**src/rtl/if_fetch_ctrl.sv**
```systemverilog
// Instruction fetch sequencer: PC generation, in-order memory requests, response/PC pairing, redirect squash.
// Optional perf counters (perf_req_cnt, perf_drop_cnt) when IF_FETCH_PERF_CNT_EN is defined.
module if_fetch_ctrl #(
  parameter int                    ADDR_WIDTH      = 32,
  parameter logic [ADDR_WIDTH-1:0] RESET_PC        = 32'h1c000000,
  parameter int                    MAX_OUTSTANDING = 2
) (
  input  logic                                 clk,
  input  logic                                 rst,
  input  logic [6:0]                           stall,
  input  logic                                 flush,
  input  logic [ADDR_WIDTH-1:0]                flush_pc,
  input  logic                                 branch_flag_i,
  input  logic [ADDR_WIDTH-1:0]                branch_target_i,
  output logic                                 req_valid,
  output logic [ADDR_WIDTH-1:0]                req_addr,
  input  logic                                 req_ready,
  input  logic                                 rsp_valid,
  input  logic [31:0]                          rsp_data,
  output logic                                 inst_valid,
  output logic [ADDR_WIDTH-1:0]                inst_pc,
  output logic [31:0]                          inst_o,
  output logic [$clog2(MAX_OUTSTANDING):0]     outstanding
`ifdef IF_FETCH_PERF_CNT_EN
  ,
  output logic [31:0]                          perf_req_cnt,
  output logic [31:0]                          perf_drop_cnt
`endif
);

  localparam int CW = $clog2(MAX_OUTSTANDING) + 1;
  localparam int TW = CW + 1;
  localparam int PW = (MAX_OUTSTANDING > 1) ? $clog2(MAX_OUTSTANDING) : 1;

  typedef enum logic [1:0] {S_BOOT, S_FETCH, S_HOLD} state_t;

  state_t                state, state_n;
  logic [ADDR_WIDTH-1:0] pc;
  logic                  redir_q;

  logic [ADDR_WIDTH-1:0] pcf_mem [MAX_OUTSTANDING];
  logic [PW-1:0]         pcf_rd, pcf_wr;
  logic [CW-1:0]         pcf_cnt, pcf_cnt_n, drop_pend, drop_pend_n;

  logic [ADDR_WIDTH-1:0] rq_pc  [MAX_OUTSTANDING];
  logic [31:0]           rq_dat [MAX_OUTSTANDING];
  logic [PW-1:0]         rq_rd, rq_wr;
  logic [CW-1:0]         rq_cnt, rq_cnt_n;

  logic [TW-1:0]         total, total_n;
  logic                  redirect, accept, rsp_take, rsp_drop, rsp_live;
  logic                  out_load, out_from_q, out_bypass, rq_push;
  logic [ADDR_WIDTH-1:0] redir_pc;
  logic                  unused_stall;

  assign unused_stall = ^stall[6:3];

  function automatic logic [PW-1:0] ptr_inc(input logic [PW-1:0] p);
    return (p == PW'(MAX_OUTSTANDING - 1)) ? '0 : p + 1'b1;
  endfunction

  assign redirect  = flush | branch_flag_i;
  assign redir_pc  = flush ? flush_pc : branch_target_i;
  assign total     = {1'b0, pcf_cnt} + {1'b0, rq_cnt};
  assign req_valid = (state == S_FETCH) && !redir_q && (total < TW'(MAX_OUTSTANDING));
  assign req_addr  = pc;
  assign accept    = req_valid && req_ready;

  // A response landing in the redirect cycle is squashed along with the queue.
  assign rsp_take   = rsp_valid && (pcf_cnt != '0);
  assign rsp_drop   = rsp_take && ((drop_pend != '0) || redirect);
  assign rsp_live   = rsp_take && !rsp_drop;
  assign out_load   = !stall[1] && !redirect;
  assign out_from_q = out_load && (rq_cnt != '0);
  assign out_bypass = out_load && (rq_cnt == '0) && rsp_live;
  assign rq_push    = rsp_live && !out_bypass && !redirect;

  assign outstanding = pcf_cnt - drop_pend;

  always_comb begin
    pcf_cnt_n   = pcf_cnt + CW'(accept) - CW'(rsp_take);
    rq_cnt_n    = redirect ? '0 : rq_cnt + CW'(rq_push) - CW'(out_from_q);
    drop_pend_n = redirect ? pcf_cnt_n
                           : drop_pend - CW'(rsp_take && (drop_pend != '0));
    total_n     = {1'b0, pcf_cnt_n} + {1'b0, rq_cnt_n};
    state_n     = state;
    case (state)
      S_BOOT:  state_n = S_FETCH;
      // A presented but unaccepted request keeps FETCH so req_valid stays stable.
      S_FETCH: if ((stall[0] || total_n >= TW'(MAX_OUTSTANDING)) && !(req_valid && !req_ready))
                 state_n = S_HOLD;
      S_HOLD:  if (!stall[0] && total_n < TW'(MAX_OUTSTANDING))
                 state_n = S_FETCH;
      default: state_n = S_BOOT;
    endcase
  end

  always_ff @(posedge clk) begin
    if (accept) pcf_mem[pcf_wr] <= pc;
    if (rq_push) begin
      rq_pc[rq_wr]  <= pcf_mem[pcf_rd];
      rq_dat[rq_wr] <= rsp_data;
    end
  end

  always_ff @(posedge clk or posedge rst) begin
    if (rst) begin
      state      <= S_BOOT;
      pc         <= RESET_PC;
      redir_q    <= 1'b0;
      pcf_rd     <= '0;
      pcf_wr     <= '0;
      pcf_cnt    <= '0;
      drop_pend  <= '0;
      rq_rd      <= '0;
      rq_wr      <= '0;
      rq_cnt     <= '0;
      inst_valid <= 1'b0;
      inst_pc    <= '0;
      inst_o     <= '0;
    end else begin
      state     <= state_n;
      redir_q   <= redirect;
      pcf_cnt   <= pcf_cnt_n;
      drop_pend <= drop_pend_n;
      rq_cnt    <= rq_cnt_n;
      if (redirect)    pc <= redir_pc;
      else if (accept) pc <= pc + ADDR_WIDTH'(4);
      if (accept)   pcf_wr <= ptr_inc(pcf_wr);
      if (rsp_take) pcf_rd <= ptr_inc(pcf_rd);
      if (redirect) begin
        rq_rd <= '0;
        rq_wr <= '0;
      end else begin
        if (rq_push)    rq_wr <= ptr_inc(rq_wr);
        if (out_from_q) rq_rd <= ptr_inc(rq_rd);
      end
      if (redirect) begin
        inst_valid <= 1'b0;
      end else if (!stall[1]) begin
        if (out_from_q) begin
          inst_valid <= 1'b1;
          inst_pc    <= rq_pc[rq_rd];
          inst_o     <= rq_dat[rq_rd];
        end else if (out_bypass) begin
          inst_valid <= 1'b1;
          inst_pc    <= pcf_mem[pcf_rd];
          inst_o     <= rsp_data;
        end else begin
          inst_valid <= 1'b0;
        end
      end else if (!stall[2]) begin
        inst_valid <= 1'b0;
      end
    end
  end

`ifdef IF_FETCH_PERF_CNT_EN
  always_ff @(posedge clk or posedge rst) begin
    if (rst) begin
      perf_req_cnt  <= '0;
      perf_drop_cnt <= '0;
    end else begin
      if (accept)   perf_req_cnt  <= perf_req_cnt + 32'd1;
      if (rsp_drop) perf_drop_cnt <= perf_drop_cnt + 32'd1;
    end
  end
`endif

endmodule

```
**config.mk**
```make
export PLATFORM = sky130hd
export DESIGN_NAME = if_fetch_ctrl
export DESIGN_NICKNAME = d
export VERILOG_FILES = /design/src/rtl/if_fetch_ctrl.sv
export SDC_FILE = /design/constraint.sdc
export NUM_CORES = 1
export LEC_CHECK = 0
export CORE_UTILIZATION = 57
export DETAILED_ROUTE_END_ITERATION = 6
export PLACE_DENSITY = 0.85
export SLEW_MARGIN = 20
export SYNTH_ARGS = -nofsm -noshare
export SYNTH_HDL_FRONTEND = slang
export SYNTH_SLANG_ARGS = --single-unit
export TNS_END_PERCENT = 50
```
**constraint.sdc**
```tcl
create_clock -name clk -period 13 [get_ports clk]
set_input_delay 1.95 -clock clk [delete_from_list [all_inputs] [get_ports clk]]
set_output_delay 1.95 -clock clk [all_outputs]
set_load 0.05 [all_outputs]
```
Word-level counts from Yosys, hierarchy flattened
Memories as Yosys holds them, arrays and structs flattened. Cells that the tools add are included.

Register bits after elaboration: 110. Bits in writable memories: 192. Input bits: 109. Logic and storage cells: 106. Memories: 3.

Memory list: pcf_mem (words 2, width 32, read ports 1, clocked after Yosys merged registers in 0, write ports 1, line 41) `logic [ADDR_WIDTH-1:0] pcf_mem [MAX_OUTSTANDING];`; rq_dat (words 2, width 32, read ports 1, clocked after Yosys merged registers in 0, write ports 1, line 46) `logic [31:0] rq_dat [MAX_OUTSTANDING];`; rq_pc (words 2, width 32, read ports 1, clocked after Yosys merged registers in 0, write ports 1, line 45) `logic [ADDR_WIDTH-1:0] rq_pc [MAX_OUTSTANDING];`.

Add/sub/neg operators: 13. Order comparisons: 3. Eq/ne operators: 5. Mux-type cells: 29. Bitwise logic cells: 3. Reduce and logical (&&, ||, !) cells: 37.

Operators with widths (number): $mux W32 (7); $add A32 B3 Y32 const B (1); $mux W1 (17); $logic_and A1 B1 Y1 (16); $reduce_bool A2 Y1 (7); $logic_not A1 Y1 (8); $mux W2 (4); $add A2 B2 Y3 (2); $lt A3 B2 Y1 const B (2); $pmux W2 S3 (1); $sub A2 B1 Y2 (3); $add A1 B1 Y1 const B (4); $add A2 B1 Y2 (2); $logic_not A2 Y1 (2); $ge A3 B2 Y1 const B (1); $ne A3 B2 Y1 const B (1); $reduce_and A3 Y1 (1); $eq A2 B1 Y1 const B (1); $eq A2 B2 Y1 const B (1); $logic_or A1 B1 Y1 (2); $ne A2 B1 Y1 const B (1); $ne A2 B2 Y1 const B (1); $not A1 Y1 (2); $reduce_and A2 Y1 (1); other kinds (2) (2).

Depth between registers and ports, before layout
Gate-level depths: netlist of the first run.

Word-level depth: 18. Gate-level depth with buffers: 16.

Least setup slack after synthesis of the first run
No wires, ideal clock.

Path kind: input to register. Start: in branch_flag_i. End: mem rq_dat[0][0] (enable). Arrival time: 5589 ps. Required time: 12513 ps. Slack: 6924 ps. Cell stages on the path: 5. Path through: clkbuf_1 -> nor2_1 -> clkbuf_1 -> o311ai_0 -> nor2_1.

Longest elaborated chain between the ends: 11. Elaborated cells on any way between the ends: 14.

RTL lines: start, declared (line 13) `input logic branch_flag_i,`; $or A1 B1 Y1 (*) (line 62) `assign redirect = flush | branch_flag_i;`; $logic_or A1 B1 Y1 (line 71) `assign rsp_drop = rsp_take && ((drop_pend != '0) || redirect);`; $logic_and A1 B1 Y1 (line 71); $logic_not A1 Y1 (line 72) `assign rsp_live = rsp_take && !rsp_drop;`; $logic_and A1 B1 Y1 (line 72); $logic_and A1 B1 Y1 (line 75) `assign out_bypass = out_load && (rq_cnt == '0) && rsp_live;`; $logic_not A1 Y1 (line 76) `assign rq_push = rsp_live && !out_bypass && !redirect;`; $logic_and A1 B1 Y1 (line 76); $logic_and A1 B1 Y1 (*) (line 76); $mux W1 (*) (line 100) `if (rq_push) begin`; $mux W1 (implied by the code) (*) (line 102) `rq_dat[rq_wr] <= rsp_data;`; end, declared (line 46).

Every way passes the cells marked *; elsewhere a longest branch is shown, timed or not.

Final worst setup path of the first run
Start: in flush. End: reg state[0].

Longest elaborated chain between the ends: 18. Elaborated cells on any way between the ends: 25.

RTL lines: start, declared (line 11) `input logic flush,`; $or A1 B1 Y1 (*) (line 62); $logic_or A1 B1 Y1 (line 71); $logic_and A1 B1 Y1 (line 71); $logic_not A1 Y1 (line 72); $logic_and A1 B1 Y1 (line 72); $logic_and A1 B1 Y1 (line 75); $logic_not A1 Y1 (line 76); $logic_and A1 B1 Y1 (2 in a row) (line 76); [... 2 more ...]; $mux W2 (*) (line 82) `rq_cnt_n = redirect ? '0 : rq_cnt + CW'(rq_push) - CW'(out_from_q);`; named net rq_cnt_n[1] (line 48) `logic [CW-1:0] rq_cnt, rq_cnt_n;`; $add A2 B2 Y3 (*) (line 85) `total_n = {1'b0, pcf_cnt_n} + {1'b0, rq_cnt_n};`; $ge A3 B2 Y1 (line 90) `S_FETCH: if ((stall[0] || total_n >= TW'(MAX_OUTSTANDING)) && !(req_valid && !req_ready))`; $logic_or A1 B1 Y1 (line 90); $logic_and A1 B1 Y1 (line 90); $ne A2 B1 Y1 (no source line); $reduce_and A2 Y1 (no source line) (*); end signal, assigned (line 122) `state <= state_n;`; end, declared (line 37) `state_t state, state_n;`.

The timed path passes the listed nets; every way through them passes the cells marked *. A chain may end at the register's enable or synchronous reset.

==> run_results.csv, run 1 <==
group,metric,value,unit
cells_and_area,final_layout_size_suffix_gt1_share,11.4,%
worst_setup_path,critical_path.max_fanout,47,
routing,route.detailed.drc,0,
sta,maxSlewViolCount,0,
placement,place.detailed.hpwl,16.5,mm
min_path,hold_path.class,"reg2reg",
power_and_ir_drop,power.static_leakage,5.76,nW
power_and_ir_drop,pwr-share-seq,41.8,%
sta,setup_viol,0,
min_path,worst_hold_endpoint,"inst_o[27]",
cells_and_area,synthToLayoutAreaGrowth,26.4,%
routing,final_antenna_net_count,0,
power_and_ir_drop,clock_power_share,27.8,%
clock_network,tritoncts,"done",
cells_and_area,finish.net_count,1248,
worst_setup_path,cp-start-kind,"primary input",
sta,finClkSkew,7.81,ps
synthesis,yosys_warning_count,0,
routing,drt_first_pass_iters,5,
clock_network,post_cts_hold_buffer_count,0,
power_and_ir_drop,net-switching-power,0.00104,W
synthesis,sequential_element_share_of_the_synthesized_area,67.9,%
synthesis,ys_types,43,
synthesis,syn-num-nets,1048,
routing,vias,8067,
cells_and_area,most-common-layout-cells,"sky130_fd_sc_hd__clkdlybuf4s50_1, sky130_fd_sc_hd__edfxtp_1, sky130_fd_sc_hd__nand2_1, sky130_fd_sc_hd__o21ai_0, sky130_fd_sc_hd__dfrtp_1",
power_and_ir_drop,power.density_cell_area,191,nW/µm²
synthesis,syn_area,12600,µm²
power_and_ir_drop,power_report.internal_total,0.00199,W
synthesis,flip_flop_and_latch_count_after_synthesis,302,
clock_network,bufs_on_longest_clock_path,3,
synthesis,synth_edf_count,192,
worst_setup_path,critical_path_rt,13450,ps
routing,avgViaCountPerCell,5.65,
placement,gp_congestion,0.793,
grt,grt_first_pass_wirelength,42.4,mm
die,ioPinCount,209,
min_path,worst_hold_path.num_cells,2,
sta,timing.final.hold_violations,0,
synthesis,synthesis.instances,930,
clock_network,gates_resized_cts_repair,0,
worst_setup_path,reg2reg_setup_slack,8820,ps
die,die_w,150,µm
sta,finalWorstPathRequiredPeriod,5580,ps
worst_setup_path,worstReg2RegEnd,"state[0]",
die,design.die.area,22600,µm²
synthesis,synth_flop_cell,"sky130_fd_sc_hd__edfxtp_1",
sta,fin_crit_sh,42.9,%
sta,tightest_pin_transition,944,ps
grt,grt_pass1_vias,8049,
sta,fin_setup_tns,0,ps
clock_network,htree_num_levels,1,
die,start_util,59.0,%
grt,final_global_route_overflow_total,0,
sta,slew-limit-headroom,37.0,%
clock_network,cts_inserted_buffers,29,
clock_network,post_cts_buffers,0,
die,dieHeight,150,µm
worst_setup_path,regToRegStartpoint,"rq_cnt[0]",
clock_network,clk_latency,530,ps
sta,achievable-frequency,0.179,GHz
worst_setup_path,cp-end-kind,"flop",
grt,antenna_found_initial,0,
clock_network,cts_num_sinks,302,
die,coreArea,21300,µm²
worst_setup_path,worst_r2r_path_depth,14,
cells_and_area,num-fill-cells,1310,
placement,io_buffers,204,
synthesis,synth-async-reset-ratio,36.4,%
grt,grt_max_degree,89,
power_and_ir_drop,peakVddDrop,159,µV
worst_setup_path,crit_type,"in2reg",
grt,grt_usage,24.4,%
synthesis,synth.avg_cell_area,13.5,µm²
placement,post-place-ws,6940,ps
cells_and_area,n_antenna_cell,0,
cells_and_area,final_common_cell,"sky130_fd_sc_hd__clkdlybuf4s50_1",
sta,unrepaired_setup_endpoints_after_global_routing,"no",
clock_network,ctsRootBufferMaster,"sky130_fd_sc_hd__clkbuf_16",
routing,detail_route.iter0.violations,406,
die,rows,53,
job,cap_viol_max_count,0,
power_and_ir_drop,power_switching_share,34.3,%
power_and_ir_drop,p_total,0.00303,W
routing,routedWlPerCell,19.0,µm
power_and_ir_drop,combPwrFrac,30.4,%
min_path,hold_path.startpoint,"inst_o[27]",
sta,timing.final.ws_setup,7420,ps
outcome,outcome,"completed",
clock_network,clock_pin_slew_on_the_worst_setup_and_hold_paths,60,ps
worst_setup_path,crit_arrival,6030,ps
routing,wl,27.1,mm
-- cells in the mapped netlist (2+ instances only) --
cell	number	share of area, %
sky130_fd_sc_hd__edfxtp_1	192	46
sky130_fd_sc_hd__nor2b_1	20	1.0
sky130_fd_sc_hd__a21oi_1	24	0.96
sky130_fd_sc_hd__and2_1	5	0.25
sky130_fd_sc_hd__o21a_1	3	0.18
sky130_fd_sc_hd__ha_1	7	0.70
sky130_fd_sc_hd__xnor2_1	18	1.3
sky130_fd_sc_hd__or3_1	7	0.35
sky130_fd_sc_hd__nand3_1	11	0.44
sky130_fd_sc_hd__nand2_1	122	3.6
sky130_fd_sc_hd__o22ai_1	8	0.40
sky130_fd_sc_hd__dfrtp_1	107	21
sky130_fd_sc_hd__nor2_1	15	0.45
sky130_fd_sc_hd__and4_1	3	0.21
sky130_fd_sc_hd__and3_1	9	0.45
sky130_fd_sc_hd__o21ai_0	118	4.7
sky130_fd_sc_hd__a211oi_1	17	1.0
sky130_fd_sc_hd__nand4_1	10	0.50
sky130_fd_sc_hd__nand3b_1	2	0.12
sky130_fd_sc_hd__mux2_2	55	4.9
sky130_fd_sc_hd__buf_2	11	0.44
sky130_fd_sc_hd__buf_1	6	0.18
sky130_fd_sc_hd__fa_1	2	0.32
sky130_fd_sc_hd__mux2i_1	69	5.5
sky130_fd_sc_hd__clkbuf_1	31	0.93
sky130_fd_sc_hd__a31oi_1	5	0.25
sky130_fd_sc_hd__nor3_1	5	0.20
sky130_fd_sc_hd__nor4_2	2	0.20
sky130_fd_sc_hd__xor2_1	17	1.2
sky130_fd_sc_hd__dfstp_2	3	0.63
sky130_fd_sc_hd__inv_1	12	0.36
sky130_fd_sc_hd__a22oi_1	3	0.18
-- state kept, by name, indices dropped and copies added (netlist names), 2 cells and up --
name / cells
rq_cnt: 2
inst_o: 32
pcf_mem: 64
inst_pc: 32
drop_pend: 2
pcf_cnt: 2
rq_dat: 64
req_addr: 32
rq_pc: 64
state: 2
-- worst max path at each step --
stage | start | to | slack, ps | cells after the start
floorplan | branch_flag_i | rq_dat[0][0] | 6920 | 5
global placement | flush | state[0] | 7100 | 16
detailed placement | flush | state[0] | 6940 | 16
CTS | flush | state[0] | 7440 | 16
global route | flush | state[0] | 7110 | 16
finish | flush | state[0] | 7420 | 16
-- area by class of cell --
| cell class | instances | area, µm² | area share [%] |
|---|---|---|---|
| Sequential cell | 302 | 8530 | 53.7 |
| Multi-Input combinational cell | 566 | 3820 | 24.1 |
| Timing Repair Buffer | 218 | 2160 | 13.6 |
| Clock buffer | 38 | 810 | 5.10 |
| Tap cell | 275 | 344 | 2.17 |
| Clock inverter | 15 | 151 | 0.954 |
| Inverter | 13 | 51.3 | 0.323 |
-- per-layer routing --
layer	GRT usage, %	wire length (µm)	vias to the layer above
li1	-	-	3808
met3	3.94	1960	38
met2	42.5	13500	326
met5	0	0	-
met4	6.67	429	0
met1	31.6	11200	3895
-- power groups by stage --
stage	clock network, W	registers [W]	logic, W
detailed placement	0	0.00128	0.000918
floorplan	0	0.00159	0.000266
finish	0.000843	0.00127	0.000919
global route	0.000892	0.00128	0.000973
CTS	0.000853	0.00127	0.000926
global placement	0	0.00128	0.000899
-- critical path: stages --
cell and delay [ps]:
sky130_fd_sc_hd__clkdlybuf4s50_1 390, sky130_fd_sc_hd__buf_4 270, sky130_fd_sc_hd__nor2_4 110, sky130_fd_sc_hd__buf_4 420, sky130_fd_sc_hd__inv_1 390, sky130_fd_sc_hd__nor3_2 270
sky130_fd_sc_hd__ha_1 280, sky130_fd_sc_hd__inv_1 70, sky130_fd_sc_hd__ha_1 150, sky130_fd_sc_hd__xor2_1 180, sky130_fd_sc_hd__xnor2_1 90, sky130_fd_sc_hd__nor2_1 190
sky130_fd_sc_hd__fa_1 450, sky130_fd_sc_hd__or3_1 430, sky130_fd_sc_hd__o21a_1 200, sky130_fd_sc_hd__a31oi_1 150
-- cell families (layout without fill, tap and decap cells) --
group / count (synthesis) / count (layout) / share of synthesized area (%)
and+or+nand+nor: 218 / 218 / 8.41
muxes: 124 / 124 / 10.4
adders and majority gates: 9 / 9 / 1.02
DFF: 302 / 302 / 67.9
AOI/OAI and AO/OA: 180 / 180 / 7.81
buffers and inverters: 62 / 284 / 1.99
xor gates and xnor gates: 35 / 35 / 2.44
-- metrics by stage --
step / hold slack [ps] / utilization [%] / cells / cell area [µm²]
after CTS: 484 / 74.4 / 1426 / 15800
after global placement: 460 / 69.9 / 1373 / 14900
after detailed placement: 470 / 69.9 / 1373 / 14900
after global routing: 495 / 74.5 / 1427 / 15900
final: 477 / 74.5 / 1427 / 15900
after floorplan: 461 / - / 930 / 12600
(Power assumes the default switching activity.)
==> run 2: changes to the inputs <==
--- a/config.mk
+++ b/config.mk
@@ -5,9 +5,9 @@
 export SDC_FILE = /design/constraint.sdc
 export NUM_CORES = 1
 export LEC_CHECK = 0
-export CORE_UTILIZATION = 57
+export CORE_UTILIZATION = 48
 export DETAILED_ROUTE_END_ITERATION = 6
-export PLACE_DENSITY = 0.85
+export PLACE_DENSITY = 0.76
 export SLEW_MARGIN = 20
 export SYNTH_ARGS = -nofsm -noshare
 export SYNTH_HDL_FRONTEND = slang
==> constraint.sdc (replaced) <==
create_clock -name clk -period 4.5 [get_ports clk]
set_input_delay 0.675 -clock clk [delete_from_list [all_inputs] [get_ports clk]]
set_output_delay 0.675 -clock clk [all_outputs]
set_load 0.05 [all_outputs]
==> run 2 against run 1 <==
  * Register-to-register slack got worse by 8500 ps
  * Clock power increased to 2.9 times the previous value
  * Largest cell class unchanged
  * First-iteration DRC count is 3.2% higher
==> run_results.csv, run 2 (synthesis gave the netlist of run 1 again) <==
group,metric,value,unit
outcome,outcome,"completed",
clock_network,clk_latency,540,ps
sta,fin_setup_tns,0,ps
cells_and_area,final_layout_size_suffix_gt1_share,11.5,%
sta,setup_viol,0,
die,coreArea,25400,µm²
worst_setup_path,crit_type,"reg2reg",
sta,maxSlewViolCount,0,
power_and_ir_drop,power.static_leakage,5.79,nW
sta,finalWorstPathRequiredPeriod,4150,ps
clock_network,htree_num_levels,1,
grt,global_route.usage.met3,4.29,%
placement,placed_cell_area,15000,µm²
sta,hold_ws,475,ps
clock_network,cts_inserted_buffers,30,
placement,io_buffers,204,
routing,avgViaCountPerCell,5.37,
grt,grt_max_degree,91,
clock_network,post_cts_buffers,0,
sta,timing.final.hold_violations,0,
clock_network,clock_pin_slew_on_the_worst_setup_and_hold_paths,60,ps
placement,place.detailed.hpwl,17.3,mm
worst_setup_path,cp-startpoint,"rq_cnt[0]",
cells_and_area,most-common-layout-cells,"sky130_fd_sc_hd__clkdlybuf4s50_1, sky130_fd_sc_hd__edfxtp_1, sky130_fd_sc_hd__nand2_1, sky130_fd_sc_hd__o21ai_0, sky130_fd_sc_hd__dfrtp_1",
worst_setup_path,crit_arrival,4610,ps
sta,slew-limit-headroom,32.2,%
cells_and_area,largest_registers,"pcf_mem x64, rq_dat x64, rq_pc x64",
grt,antenna_found_initial,0,
sta,tightest_pin_transition,1010,ps
worst_setup_path,critical_path.max_fanout,5,
cells_and_area,n_antenna_cell,0,
grt,grt_first_pass_wirelength,42.9,mm
power_and_ir_drop,peakVddDrop,461,µV
die,dieHeight,164,µm
job,cap_viol_max_count,0,
routing,detail_route.iter0.violations,419,
clock_network,cts_num_sinks,302,
placement,gp_congestion,0.835,
routing,wl,27.0,mm
sta,achievable-frequency,0.241,GHz
worst_setup_path,cp-start-kind,"flop",
routing,drt_first_pass_iters,5,
die,rows,58,
worst_setup_path,regToRegStartpoint,"rq_cnt[0]",
die,design.die.area,26800,µm²
clock_network,ctsRootBufferMaster,"sky130_fd_sc_hd__clkbuf_16",
cells_and_area,final_common_cell,"sky130_fd_sc_hd__clkdlybuf4s50_1",
power_and_ir_drop,power.density_cell_area,544,nW/µm²
routing,vias,7990,
cells_and_area,fin_area,16000,µm²
clock_network,gates_resized_cts_repair,0,
placement,post-place-ws,328,ps
min_path,hold_path.startpoint,"inst_o[29]",
sta,unrepaired_setup_endpoints_after_global_routing,"no",
worst_setup_path,reg2reg_setup_slack,350,ps
clock_network,tritoncts,"done",
sta,timing.final.ws_setup,351,ps
grt,globalRouteMet2Util,34.4,%
cells_and_area,finish.net_count,1253,
grt,final_global_route_overflow_total,0,
grt,globalRouteMet1Util,27.6,%
grt,grt_pass1_vias,8063,
die,ioPinCount,209,
routing,final_antenna_net_count,0,
die,start_util,49.4,%
power_and_ir_drop,p_total,0.00871,W
cells_and_area,synthToLayoutAreaGrowth,27.5,%
sta,fin_crit_sh,92.2,%
routing,routedWlPerCell,18.1,µm
min_path,hold_path.class,"reg2reg",
cells_and_area,num-fill-cells,1933,
routing,route.detailed.drc,0,
grt,global_route.peak_usage_layer,"met2",
worst_setup_path,critical_path_rt,4960,ps
clock_network,post_cts_hold_buffer_count,0,
grt,grt_usage,20.6,%
die,die_w,164,µm
worst_setup_path,cp-end-kind,"flop",
clock_network,bufs_on_longest_clock_path,3,
sta,finClkSkew,9.91,ps
run 2: changes by cell type in the layout (fill, tap and decap cells not counted):
cell,previous run,this run
sky130_fd_sc_hd__clkbuf_1,4,11
sky130_fd_sc_hd__buf_4,13,15
sky130_fd_sc_hd__clkbuf_16,29,31
sky130_fd_sc_hd__clkbuf_8,5,3
sky130_fd_sc_hd__clkinv_1,5,3
sky130_fd_sc_hd__buf_12,1,2
sky130_fd_sc_hd__buf_16,0,1
sky130_fd_sc_hd__bufinv_16,3,2
sky130_fd_sc_hd__inv_6,1,0
run 2: final cells by class:
class                      instances  area [µm²]  share of cell area (%)
sequential                       302        8530                    53.3
multi-input combinational        566        3820                    23.9
timing repair buffer             222        2220                    13.9
clock buffer                      45         858                    5.36
tap                              330         413                    2.58
clock inverter                    11         105                   0.657
inverter                          13        51.3                   0.321
run 2: worst paths after layout:
check                             endpoint  cells after the start
worst min register to register  inst_o[29]                      2
min in group asynchronous        inst_o[3]                      2
worst max-delay path              state[0]                     14
max in group asynchronous       inst_o[17]                      3
worst min-delay path            inst_o[29]                      2
worst max register to register    state[0]                     14
run 2: where the power goes:
part	internal, W	leakage [nW]	switching, W
logic	0.000948	2.22	0.00170
registers	0.00337	3.10	0.000276
clock network	0.00143	0.472	0.000988
total	0.00574	5.79	0.00297
run 2: worst max-delay path: stages, from the launching register on:
cell and delay [ps]:
sky130_fd_sc_hd__dfrtp_1 450, sky130_fd_sc_hd__and2_1 180, sky130_fd_sc_hd__fa_1 480, sky130_fd_sc_hd__nor3_1 280
sky130_fd_sc_hd__and2_1 220, sky130_fd_sc_hd__nand2_1 220, sky130_fd_sc_hd__ha_1 350, sky130_fd_sc_hd__inv_1 40
sky130_fd_sc_hd__ha_1 180, sky130_fd_sc_hd__xnor2_1 140, sky130_fd_sc_hd__xnor2_1 330, sky130_fd_sc_hd__fa_1 450
sky130_fd_sc_hd__or3_1 430, sky130_fd_sc_hd__o21a_1 190, sky130_fd_sc_hd__a31oi_1 130
run 2: layer usage:
| layer | vias up | share of wire [%] |
|---|---|---|
| met5 | - | 0 |
| met4 | 0 | 1.7 |
| met3 | 38 | 6.6 |
| met2 | 243 | 48 |
| met1 | 3897 | 44 |
| li1 | 3812 | - |
run 2: through the flow:
stage	util, %	cells
2_1_floorplan	-	930
3_3_place_gp	59.1	1432
3_5_place_dp	59.1	1432
4_1_cts	62.9	1488
5_1_grt	63.0	1489
6_report	63.0	1489
==> run 3: changes to the inputs <==
--- a/config.mk
+++ b/config.mk
@@ -5,6 +5,8 @@
 export SDC_FILE = /design/constraint.sdc
 export NUM_CORES = 1
 export LEC_CHECK = 0
+export CORE_ASPECT_RATIO = 0.8
+export CORE_MARGIN = 10
 export CORE_UTILIZATION = 48
 export DETAILED_ROUTE_END_ITERATION = 6
 export PLACE_DENSITY = 0.76
==> run 3 against run 2 <==
  * Die area rose by 23%
  * Non-clock buffer count is the same
  * Critical endpoint unchanged
  * Critical path type unchanged
  * Utilization is 0.12 points higher
  * Global-route usage shrank 2.1 points
  * Largest cell class unchanged
  * Sequential cell count stayed put
==> run_results.csv, run 3 (synthesis gave the netlist of run 1 again) <==
group,metric,value,unit
min_path,hold_path.class,"reg2reg",
worst_setup_path,worst_r2r_path_depth,14,
grt,grt_usage,18.5,%
cells_and_area,num-fill-cells,1956,
worst_setup_path,regToRegStartpoint,"rq_cnt[0]",
sta,timing.final.hold_violations,0,
routing,vias,8102,
cells_and_area,final_common_cell,"sky130_fd_sc_hd__clkdlybuf4s50_1",
sta,finalWorstPathRequiredPeriod,4100,ps
cells_and_area,synthToLayoutAreaGrowth,28.2,%
grt,grt_first_pass_wirelength,48.6,mm
job,cap_viol_max_count,0,
clock_network,tritoncts,"done",
routing,detail_route.iter0.violations,505,
die,die_w,201,µm
sta,fin_crit_sh,91.1,%
sta,fin_setup_tns,0,ps
worst_setup_path,critical_path_rt,4970,ps
grt,grt_max_degree,105,
sta,setup_viol,0,
power_and_ir_drop,power_switching_share,34.2,%
placement,numPlacedInstances,1454,
die,rows,52,
power_and_ir_drop,power.density_cell_area,556,nW/µm²
clock_network,clk_latency,550,ps
die,start_util,49.2,%
routing,routedWlPerCell,20.5,µm
die,design.die.area,33100,µm²
sta,achievable-frequency,0.244,GHz
worst_setup_path,cp-end-kind,"flop",
grt,antenna_found_initial,0,
power_and_ir_drop,peakVddDrop,530,µV
grt,final_global_route_overflow_total,0,
die,dieHeight,165,µm
cells_and_area,layout.area.seq,8530,µm²
cells_and_area,final_layout_size_suffix_gt1_share,11.9,%
clock_network,cts_num_sinks,302,
clock_network,clock_pin_slew_on_the_worst_setup_and_hold_paths,70,ps
clock_network,gates_resized_cts_repair,0,
placement,place.detailed.hpwl,20.8,mm
worst_setup_path,crit_arrival,4570,ps
worst_setup_path,cp-start-kind,"flop",
outcome,outcome,"completed",
clock_network,post_cts_buffers,0,
worst_setup_path,crit_type,"reg2reg",
sta,maxSlewViolCount,0,
die,coreArea,25500,µm²
clock_network,post_cts_hold_buffer_count,0,
power_and_ir_drop,pwr-share-seq,40.7,%
placement,io_buffers,204,
sta,finClkSkew,13.4,ps
sta,tightest_pin_transition,1010,ps
routing,final_antenna_net_count,0,
cells_and_area,largest_registers,"pcf_mem x64, rq_dat x64, rq_pc x64",
routing,drt_first_pass_iters,5,
min_path,hold_path.startpoint,"inst_o[29]",
min_path,worst_hold_path.num_cells,2,
worst_setup_path,worstReg2RegEnd,"state[0]",
power_and_ir_drop,power_report.internal_total,0.00590,W
routing,route.detailed.drc,0,
power_and_ir_drop,power.static_leakage,5.82,nW
power_and_ir_drop,combPwrFrac,30.1,%
min_path,worst_hold_endpoint,"inst_o[29]",
power_and_ir_drop,clock_power_share,29.3,%
routing,wl,31.0,mm
cells_and_area,fin_cells,1510,
clock_network,bufs_on_longest_clock_path,3,
cells_and_area,most-common-layout-cells,"sky130_fd_sc_hd__clkdlybuf4s50_1, sky130_fd_sc_hd__edfxtp_1, sky130_fd_sc_hd__nand2_1, sky130_fd_sc_hd__o21ai_0, sky130_fd_sc_hd__dfrtp_1",
power_and_ir_drop,net-switching-power,0.00306,W
clock_network,htree_num_levels,1,
cells_and_area,n_antenna_cell,0,
cells_and_area,finish.net_count,1253,
die,ioPinCount,209,
worst_setup_path,critical_path.max_fanout,5,
placement,gp_congestion,0.812,
clock_network,cts_inserted_buffers,30,
sta,slew-limit-headroom,32.5,%
grt,grt_pass1_vias,8332,
clock_network,ctsRootBufferMaster,"sky130_fd_sc_hd__clkbuf_16",
cells_and_area,multiInputGateArea,3820,µm²
routing,avgViaCountPerCell,5.37,
sta,unrepaired_setup_endpoints_after_global_routing,"no",
worst_setup_path,reg2reg_setup_slack,400,ps
run 3: worst max-delay path by stage:
| stage | startpoint | endpoint | slack (ps) | depth (start not counted) |
|---|---|---|---|---|
| after floorplan | branch_flag_i | rq_dat[0][0] | -300 | 5 |
| after global placement | rsp_valid | state[0] | 480 | 14 |
| after detailed placement | rsp_valid | state[0] | 400 | 14 |
| after CTS | rq_cnt[0] | state[0] | 410 | 14 |
| after global routing | rq_cnt[0] | state[0] | 100 | 14 |
| final | rq_cnt[0] | state[0] | 400 | 14 |
run 3: power groups by stage:
stage	clock network [W]	logic [W]	registers [W]
finish	0.00262	0.00269	0.00364
global route	0.00279	0.00287	0.00369
global placement	0	0.00269	0.00367
floorplan	0	0.000768	0.00459
detailed placement	0	0.00272	0.00370
CTS	0.00267	0.00274	0.00364
run 3: layout make-up:
| type | count | share of cell area, % |
|---|---|---|
| Clock buffer | 35 | 4.84 |
| Clock inverter | 21 | 1.66 |
| Inverter | 13 | 0.319 |
| Multi-Input combinational cell | 566 | 23.8 |
| Sequential cell | 302 | 53.0 |
| Tap cell | 351 | 2.73 |
| Timing Repair Buffer | 222 | 13.7 |
run 3: worst max-delay path, stage by stage (launching register included):
cell,delay [ps]
sky130_fd_sc_hd__dfrtp_1,450
sky130_fd_sc_hd__and2_1,180
sky130_fd_sc_hd__fa_1,480
sky130_fd_sc_hd__nor3_1,310
sky130_fd_sc_hd__and2_1,240
sky130_fd_sc_hd__nand2_1,190
sky130_fd_sc_hd__ha_1,340
sky130_fd_sc_hd__inv_1,40
sky130_fd_sc_hd__ha_1,170
sky130_fd_sc_hd__xnor2_1,130
sky130_fd_sc_hd__xnor2_1,330
sky130_fd_sc_hd__fa_1,450
sky130_fd_sc_hd__or3_1,410
sky130_fd_sc_hd__o21a_1,180
sky130_fd_sc_hd__a31oi_1,140
run 3: routing by layer:
layer  global-route usage, %  vias to the layer above  part of all wire (%)
met1                    24.2                     4024                    43
li1                        -                     3832                     -
met4                    4.16                        0                   1.4
met3                    4.76                       31                   6.4
met5                       0                        -                     0
met2                    30.8                      215                    49
run 3: per-stage QoR:
step           setup slack [ps]  total power, W  utilization, %  area (µm²)  hold slack (ps)
2_1_floorplan              -301         0.00536               -       12600              461
4_1_cts                     408         0.00906            63.1       16100              470
5_1_grt                    96.2         0.00935            63.1       16100              482
3_3_place_gp                478         0.00636            59.0       15100              463
3_5_place_dp                399         0.00642            59.0       15100              471
6_report                    401         0.00895            63.1       16100              478
